--- src/rtl/bram_byte_lsu.sv ---
// Byte-serial load/store engine for an 8-bit-wide synchronous BRAM port.
// Optional misalignment trap is enabled by defining LSU_ALIGN_CHECK_EN.
module bram_byte_lsu #(
  parameter int ADDR_W = 12
) (
  input  logic              clk,
  input  logic              rst_n,
  input  logic              req_valid,
  output logic              req_ready,
  input  logic              req_we,
  input  logic [1:0]        req_size,
  input  logic              req_unsigned,
  input  logic [ADDR_W-1:0] req_addr,
  input  logic [31:0]       req_wdata,
  output logic              rsp_valid,
  output logic [31:0]       rsp_rdata,
  output logic              rsp_err,
  output logic              mem_en,
  output logic              mem_we,
  output logic [ADDR_W-1:0] mem_addr,
  output logic [7:0]        mem_din,
  input  logic [7:0]        mem_dout
);

  // Handshake: a request is taken on a cycle where req_valid && req_ready;
  // req_ready is high only in IDLE. rsp_valid is a single-cycle pulse with
  // no backpressure.
  typedef enum logic [1:0] {IDLE, XFER, DRAIN, RESP} state_t;

  state_t            state, state_nxt;
  logic              accept;
  logic              misaligned;
  logic              last_issue;
  logic [1:0]        size_last;
  logic [1:0]        k, k_nxt, k_prev;
  logic [1:0]        last_q;
  logic              we_q;
  logic              uns_q;
  logic [ADDR_W-1:0] addr_q;
  logic [31:0]       wdata_q;
  logic [31:0]       rd_buf;
  logic [31:0]       assembled;
  logic [31:0]       load_result;

  assign req_ready  = (state == IDLE);
  assign accept     = req_valid && req_ready;
  assign size_last  = (req_size == 2'b00) ? 2'd0 :
                      (req_size == 2'b01) ? 2'd1 : 2'd3;
  assign last_issue = (k == last_q);
  assign k_nxt      = k + 2'd1;
  assign k_prev     = k - 2'd1;

`ifdef LSU_ALIGN_CHECK_EN
  assign misaligned = ((req_size == 2'b01) && req_addr[0]) ||
                      (req_size[1] && (req_addr[1:0] != 2'b00));
`else
  assign misaligned = 1'b0;
`endif

  always_ff @(posedge clk or negedge rst_n) begin
    if (!rst_n) state <= IDLE;
    else        state <= state_nxt;
  end

  always_comb begin
    state_nxt = state;
    case (state)
      IDLE:    if (accept) state_nxt = misaligned ? RESP : XFER;
      XFER:    if (last_issue) state_nxt = we_q ? RESP : DRAIN;
      DRAIN:   state_nxt = RESP;
      RESP:    state_nxt = IDLE;
      default: state_nxt = IDLE;
    endcase
  end

  // The final read byte arrives in DRAIN; merge it before extension.
  always_comb begin
    assembled = rd_buf;
    assembled[{last_q, 3'b000} +: 8] = mem_dout;
    case (last_q)
      2'd0:    load_result = uns_q ? {24'h0, assembled[7:0]}
                                   : {{24{assembled[7]}}, assembled[7:0]};
      2'd1:    load_result = uns_q ? {16'h0, assembled[15:0]}
                                   : {{16{assembled[15]}}, assembled[15:0]};
      default: load_result = assembled;
    endcase
  end

  always_ff @(posedge clk or negedge rst_n) begin
    if (!rst_n) begin
      k         <= 2'd0;
      last_q    <= 2'd0;
      we_q      <= 1'b0;
      uns_q     <= 1'b0;
      addr_q    <= '0;
      wdata_q   <= 32'h0;
      rd_buf    <= 32'h0;
      rsp_valid <= 1'b0;
      rsp_rdata <= 32'h0;
      rsp_err   <= 1'b0;
      mem_en    <= 1'b0;
      mem_we    <= 1'b0;
      mem_addr  <= '0;
      mem_din   <= 8'h0;
    end else begin
      case (state)
        IDLE: begin
          if (accept) begin
            k       <= 2'd0;
            last_q  <= size_last;
            we_q    <= req_we;
            uns_q   <= req_unsigned;
            addr_q  <= req_addr;
            wdata_q <= req_wdata;
            rd_buf  <= 32'h0;
            if (misaligned) begin
              rsp_valid <= 1'b1;
              rsp_rdata <= 32'h0;
              rsp_err   <= 1'b1;
            end else begin
              mem_en   <= 1'b1;
              mem_we   <= req_we;
              mem_addr <= req_addr;
              mem_din  <= req_wdata[7:0];
            end
          end
        end
        XFER: begin
          // Byte k-1 was issued last cycle and is on mem_dout now.
          if (!we_q && (k != 2'd0)) rd_buf[{k_prev, 3'b000} +: 8] <= mem_dout;
          if (last_issue) begin
            mem_en <= 1'b0;
            mem_we <= 1'b0;
            if (we_q) begin
              rsp_valid <= 1'b1;
              rsp_rdata <= 32'h0;
              rsp_err   <= 1'b0;
            end
          end else begin
            k        <= k_nxt;
            mem_addr <= addr_q + ADDR_W'(k_nxt);
            mem_din  <= wdata_q[{k_nxt, 3'b000} +: 8];
          end
        end
        DRAIN: begin
          rd_buf    <= assembled;
          rsp_valid <= 1'b1;
          rsp_rdata <= load_result;
          rsp_err   <= 1'b0;
        end
        RESP: begin
          rsp_valid <= 1'b0;
        end
        default: begin
          rsp_valid <= 1'b0;
          mem_en    <= 1'b0;
          mem_we    <= 1'b0;
        end
      endcase
    end
  end

endmodule

--- config.mk ---
export PLATFORM = sky130hd
export DESIGN_NAME = bram_byte_lsu
export DESIGN_NICKNAME = d
export VERILOG_FILES = /design/src/rtl/bram_byte_lsu.sv
export SDC_FILE = /design/constraint.sdc
export NUM_CORES = 1
export LEC_CHECK = 0
export BUFFER_PORTS_ARGS = -buffer_cell sky130_fd_sc_hd__clkbuf_2
export CAP_MARGIN = 20
export CORE_MARGIN = 4
export CORE_UTILIZATION = 57
export CTS_CLUSTER_SIZE = 20
export DETAILED_ROUTE_END_ITERATION = 10
export PLACE_DENSITY = 0.8
export SLEW_MARGIN = 0
export SYNTH_ARGS = -nofsm -noshare
export SYNTH_HDL_FRONTEND = slang
export SYNTH_SLANG_ARGS = --single-unit
--- constraint.sdc ---
create_clock -name clk -period 2.9 [get_ports clk]
set_input_delay 0.435 -clock clk [delete_from_list [all_inputs] [get_ports clk]]
set_output_delay 0.435 -clock clk [all_outputs]
set_load 0.005 [all_outputs]
## Yosys cells after proc, flatten, opt, wreduce, memory -nomap -nowiden

Index checks and enable logic that the tools add are counted.

- Equality and inequality tests: 11
- Multiplexer cells: 37
- Bitwise operators: 1
- Reductions and logical operators: 17
- Shift-type cells: 5
- Add/sub/neg operators: 5

Operator list:

| kind | number |
|---|---|
| 2-to-1 mux 32 bit | 6 |
| one-hot mux 32 bit (2 select lines) | 2 |
| one-hot mux 32 bit (3 select lines) | 1 |
| bitwise mux 32 bit | 2 |
| variable shift 8 x 7 -> 32 bit (first input constant) | 2 |
| indexed part select 8 x 7 -> 32 bit | 2 |
| indexed part select 32 x 6 -> 8 bit | 1 |
| 2-to-1 mux 12 bit | 2 |
| one-hot mux 12 bit (2 select lines) | 1 |
| 2-to-1 mux 8 bit | 2 |
| one-hot mux 8 bit (2 select lines) | 1 |
| AND reduction 3 bit | 5 |
| negator 5 -> 7 bit | 2 |
| adder 12 x 2 -> 12 bit | 1 |
| 2-to-1 mux 2 bit | 6 |
| 2-to-1 mux 1 bit | 8 |
| inequality test 2 bit (second input constant) | 4 |
| one-hot mux 2 bit (4 select lines) | 1 |
| == test 2 x 1 -> 1 bit (second input constant) | 3 |
| logical NOT 2 bit | 3 |
| one-hot mux 1 bit (2 select lines) | 3 |
| nonzero test 2 bit | 3 |
| == test 2 bit (second input constant) | 2 |
| one-hot mux 2 bit (2 select lines) | 1 |
| 10 further kinds | 12 |

- Output and inout port bits: 57
- Register bits: 140
- Input bits: 59
- Word-level logic and storage cells: 91

## Longest topological paths before layout

- Depth after elaboration: 6
- Mapped depth: 9
- Mapped depth without buffers: 7

## Least setup slack after synthesis

No wires, ideal clock.

- Kind: reg2reg
- Start point: register k[0]
- End point: register mem_addr[8]
- Path buffers: 2
- Data required time: 2.823 ns
- Slack: 0.398 ns
- Library setup time: 0.077 ns
- Period minus slack after synthesis: 2.502 ns
- Stages on the path, launching flop included: 10
- Data arrival time: 2.426 ns
- Cells stage by stage: dfrtp_1 > buf_2 > buf_2 > inv_1 > ha_1 > fa_1 > nand2_1 > or4_1 > and3_1 > o21ai_1

- Word-level cells in the longest chain between the ends: 4
- Elaborated cells on any way between the ends: 7
- Classes of those cells: add/sub: 2; eq/ne: 2; mux: 2; reduce/logical: 1

Ends and longest elaborated chain:

| what | line | text |
|---|---|---|
| from (decl) | 35 | `logic [1:0] k, k_nxt, k_prev;` |
| from (signal assigned) | 140 | `k <= k_nxt;` |
| adder 2 x 1 -> 2 bit | 50 | `assign k_nxt = k + 2'd1;` |
| adder 12 x 2 -> 12 bit | 141 | `mem_addr <= addr_q + ADDR_W'(k_nxt);` |
| 2-to-1 mux 12 bit | 131 | `if (last_issue) begin` |
| one-hot mux 12 bit (2 select lines) | 106 | `case (state)` |
| to (signal assigned) | 123 | `mem_addr <= req_addr;` |
| to (signal assigned) | 141 |  |
| to (decl) | 20 | `output logic [ADDR_W-1:0] mem_addr,` |

Several ways; a longest one is shown, not always the timed one. The select of a mux whose other input is x is not followed.
A chain may end at the register's enable or synchronous reset.

## Final worst setup path

- Start point: register last_q[1]
- End point: register rsp_rdata[24]

- Word-level cells in the longest chain between the ends: 6
- Elaborated cells on any way between the ends: 13
- Classes of those cells: add/sub: 1; eq/ne: 3; shift: 2; mux: 5; reduce/logical: 2

Ends and longest elaborated chain:

| what | line | text |
|---|---|---|
| from (decl) | 36 | `logic [1:0] last_q;` |
| from (signal assigned) | 110 | `last_q <= size_last;` |
| negator 5 -> 7 bit | 79 | `assembled[{last_q, 3'b000} +: 8] = mem_dout;` |
| indexed part select 8 x 7 -> 32 bit / variable shift 8 x 7 -> 32 bit (equally long branches) | 79 |  |
| bitwise mux 32 bit | 79 |  |
| 2-to-1 mux 32 bit, on equally long branches | 83, 81 |  |
| one-hot mux 32 bit (2 select lines) | 80 | `case (last_q)` |
| one-hot mux 32 bit (2 select lines) | 106 |  |
| to (signal assigned) | 148 | `rsp_rdata <= load_result;` |
| to (decl) | 16 | `output logic [31:0] rsp_rdata,` |

Several ways; a longest one is shown, not always the timed one.

==> flow_summary.json <==
{
  "antenna_found_initial": 0,
  "syn-instance-count": 694,
  "avgSynthCellArea_sq_um": 10.7,
  "port_buffers": 114,
  "fin_nets": 870,
  "postCtsHoldBufs": 0,
  "yosysSeqAreaShare_pct": 47.0,
  "relSlewSlack_pct": 55.7,
  "clk_pin_slew_worst_paths_ps": 60,
  "start_util_pct": 58.4,
  "die_width_um": 122,
  "postCtsSetupBuffers": 0,
  "finalCriticalPeriod_ps": 2660,
  "ys_types": 64,
  "cp-end-kind": "register",
  "async_reset_ff_share_pct": 100,
  "vias": 6026,
  "h-tree-depth": 4,
  "cts_tree": "done",
  "min_path_type": "in -> async",
  "crit_path_start_kind": "register",
  "grt.total_usage_pct": 26.5,
  "numClockSinks": 139,
  "drive_gt1_share_pct": 29.5,
  "yosysTopAreaCell": "dfrtp_1",
  "drt-total-wl_um": 18800,
  "final_cell_mix": "dfrtp_1 (139), clkbuf_2 (113), nand2_1 (74)",
  "grt_max_degree": 68,
  "fin_crit_sh_pct": 91.6,
  "synth_mux_area_share_pct": 11.1,
  "pin_count": 116,
  "synth_area_leaders": "dfrtp_1 (47%), mux2_2 (6.8%), o21ai_0 (4.4%), a22o_1 (3.9%), nand2_1 (3.8%)",
  "root_buffer": "clkbuf_16",
  "leakage_nw": 3.90,
  "mappedNetlistArea_sq_um": 7400,
  "synth_xor_xnor_area_share_pct": 1.18,
  "rsz0062_at_grt": "false",
  "max-vdd-ir-drop_mv": 0.657,
  "drc_errors": 0,
  "globalRoute.totalOverflow": 0,
  "synth_top_family_by_area": "compound AO/OA/AOI/OAI gates",
  "clk_latency_ps": 430,
  "yosys_register_bits": 139,
  "timing.fmax_mhz": 377,
  "wl_met2_um": 9400,
  "post-place-cells": 944,
  "cp_max_fo": 16,
  "nFillCells": 947,
  "tns_ps": 0,
  "crit_required_ps": 3180,
  "crit_path_max_incr_delay_ps": 520,
  "die_h_um": 122,
  "vias_per_cell": 6.17,
  "layout_commonest_cell": "dfrtp_1",
  "hpwl_um": 12800,
  "grt_pass1_vias": 6195,
  "ys_warn_count": 0,
  "synth-compound-area-share_pct": 20.6,
  "path_class": "reg -> reg",
  "top_layer": "met4",
  "cts_buffer_depth": 2,
  "power_density_nw_per_um2": 1140,
  "rows": 41,
  "outcome": "completed",
  "maxCapViolCount": 0,
  "coreArea_sq_um": 12700,
  "grt_pass1_wl_um": 30800,
  "synthesis.nets": 773,
  "path_cells": "inv_1 > ha_1 > and4b_1 > a221o_1 > o211ai_4 > o21ai_0",
  "wl_met1_um": 7460,
  "dr.pass1.iters": 5,
  "arrival_ps": 2930,
  "skew_ps": 6.36,
  "maxSlewViolCount": 0,
  "yosysTopAreaCellShare_pct": 47.0,
  "synthToLayoutAreaGrowth_pct": 16.8,
  "worstMarginPinSlew_ps": 661,
  "antenna_cells": 0,
  "cpMaxStageDelayCell": "o211ai_4",
  "stdcell_count": 976,
  "synth_adder_area_share_pct": 3.48,
  "die_area_sq_um": 14900,
  "synth_edf_count": 0,
  "cts_buffers": 17,
  "final_hold_viol_count": 0,
  "synth_flop_cell": "dfrtp_1",
  "gp_congestion": 0.870,
  "ant_nets": 0,
  "drt_iter0_drc": 498,
  "ctsResizeCount": 0,
  "finalSetupViolCount": 0,
  "wl_met3_um": 1370,
  "wl_per_cell_um": 19.3,
  "synthSimpleGateAreaFrac_pct": 12.0
}
-- registers in the layout, indices dropped and copies added, names as in the netlist --
name	cells
mem_we	1
rsp_valid	1
mem_addr	12
k	2
mem_en	1
state	2
addr_q	12
mem_din	8
uns_q	1
we_q	1
last_q	2
rd_buf	32
wdata_q	32
rsp_rdata	32
-- power breakdown --
part / internal, W / switching, W / total [W]
clock network: 0.00124 / 0.000833 / 0.00208
registers: 0.00266 / 0.000508 / 0.00317
logic: 0.00190 / 0.00268 / 0.00458
total: 0.00581 / 0.00402 / 0.00983
-- worst paths after layout --
path                            depth (start not counted)  slack (ps)                         to                 startpoint
worst max register to register                          6         240  rsp_rdata[24]$_DFFE_PN0P_      last_q[1]$_DFFE_PN0P_
min in group clk                                        2         230    wdata_q[14]$_DFFE_PN0P_              req_wdata[14]
worst max-delay path                                    6         240  rsp_rdata[24]$_DFFE_PN0P_      last_q[1]$_DFFE_PN0P_
worst min-delay path                                    1           2   rsp_rdata[1]$_DFFE_PN0P_                      rst_n
worst min register to register                          2         480  rsp_rdata[31]$_DFFE_PN0P_  rsp_rdata[31]$_DFFE_PN0P_
max in group asynchronous                               2        2070    wdata_q[31]$_DFFE_PN0P_                      rst_n
-- metal layers --
layer,global-route usage [%],up-vias
met4,12.2,0
met2,44.2,244
met3,7.01,50
met5,0,-
li1,-,2736
met1,32.4,2996
-- final cells by class --
class | instances | area (sq um) | share of cell area, %
Clock buffer | 22 | 474 | 5.48
Clock inverter | 10 | 92.6 | 1.07
Inverter | 23 | 86.3 | 0.998
Multi-Input combinational cell | 481 | 3590 | 41.5
Sequential cell | 139 | 3480 | 40.2
Tap cell | 172 | 215 | 2.49
Timing Repair Buffer | 129 | 714 | 8.26
-- stage by stage --
stage | cell area (sq um) | hold WS [ps] | utilization [%] | total power (W) | setup WS [ps]
after CTS | 8650 | 18.7 | 68.3 | 0.00983 | 243
after floorplan | 7400 | 139 | - | 0.00642 | 398
final | 8650 | 1.81 | 68.3 | 0.00983 | 244
after detailed placement | 8080 | 467 | 63.8 | 0.00770 | 266
after global routing | 8650 | 39.8 | 68.3 | 0.0105 | 0.929
after global placement | 8080 | 461 | 63.8 | 0.00745 | 395
-- synth_stat cells, drive strengths merged, types with 7 or more instances --
cell type / count
mux2i: 12
dfrtp: 139
mux2: 46
mux4: 8
nor2b: 12
ha: 19
and2: 9
a221o: 8
a22o: 34
a31oi: 8
buf: 26
nor4bb: 8
a2bb2oi: 8
nor2: 22
clkbuf: 25
nand3: 7
a21boi: 8
nand2: 75
inv: 23
a22oi: 31
a21oi: 7
o21ai: 92
-- logic make-up (layout without fill, tap and decap cells) --
kind of cell	after synthesis	after routing
AO/OA/AOI/OAI	219	219
AND/OR/NAND/NOR	165	165
flip-flops	139	139
buffers and inverters	74	184
multiplexers	66	66
adder cells (fa/ha/maj)	20	20
XOR/XNOR	10	10
other	1	1
-- critical path, delay by kind of cell, from the launching register on --
kind / cells / cell delay, ps
AND/OR/NAND/NOR: 1 / 360
adder cells (fa/ha/maj): 1 / 450
AO/OA/AOI/OAI: 3 / 1070
buffers and inverters: 1 / 160
flip-flops: 1 / 470
No activity file was read; power rests on OpenSTA's default activity.
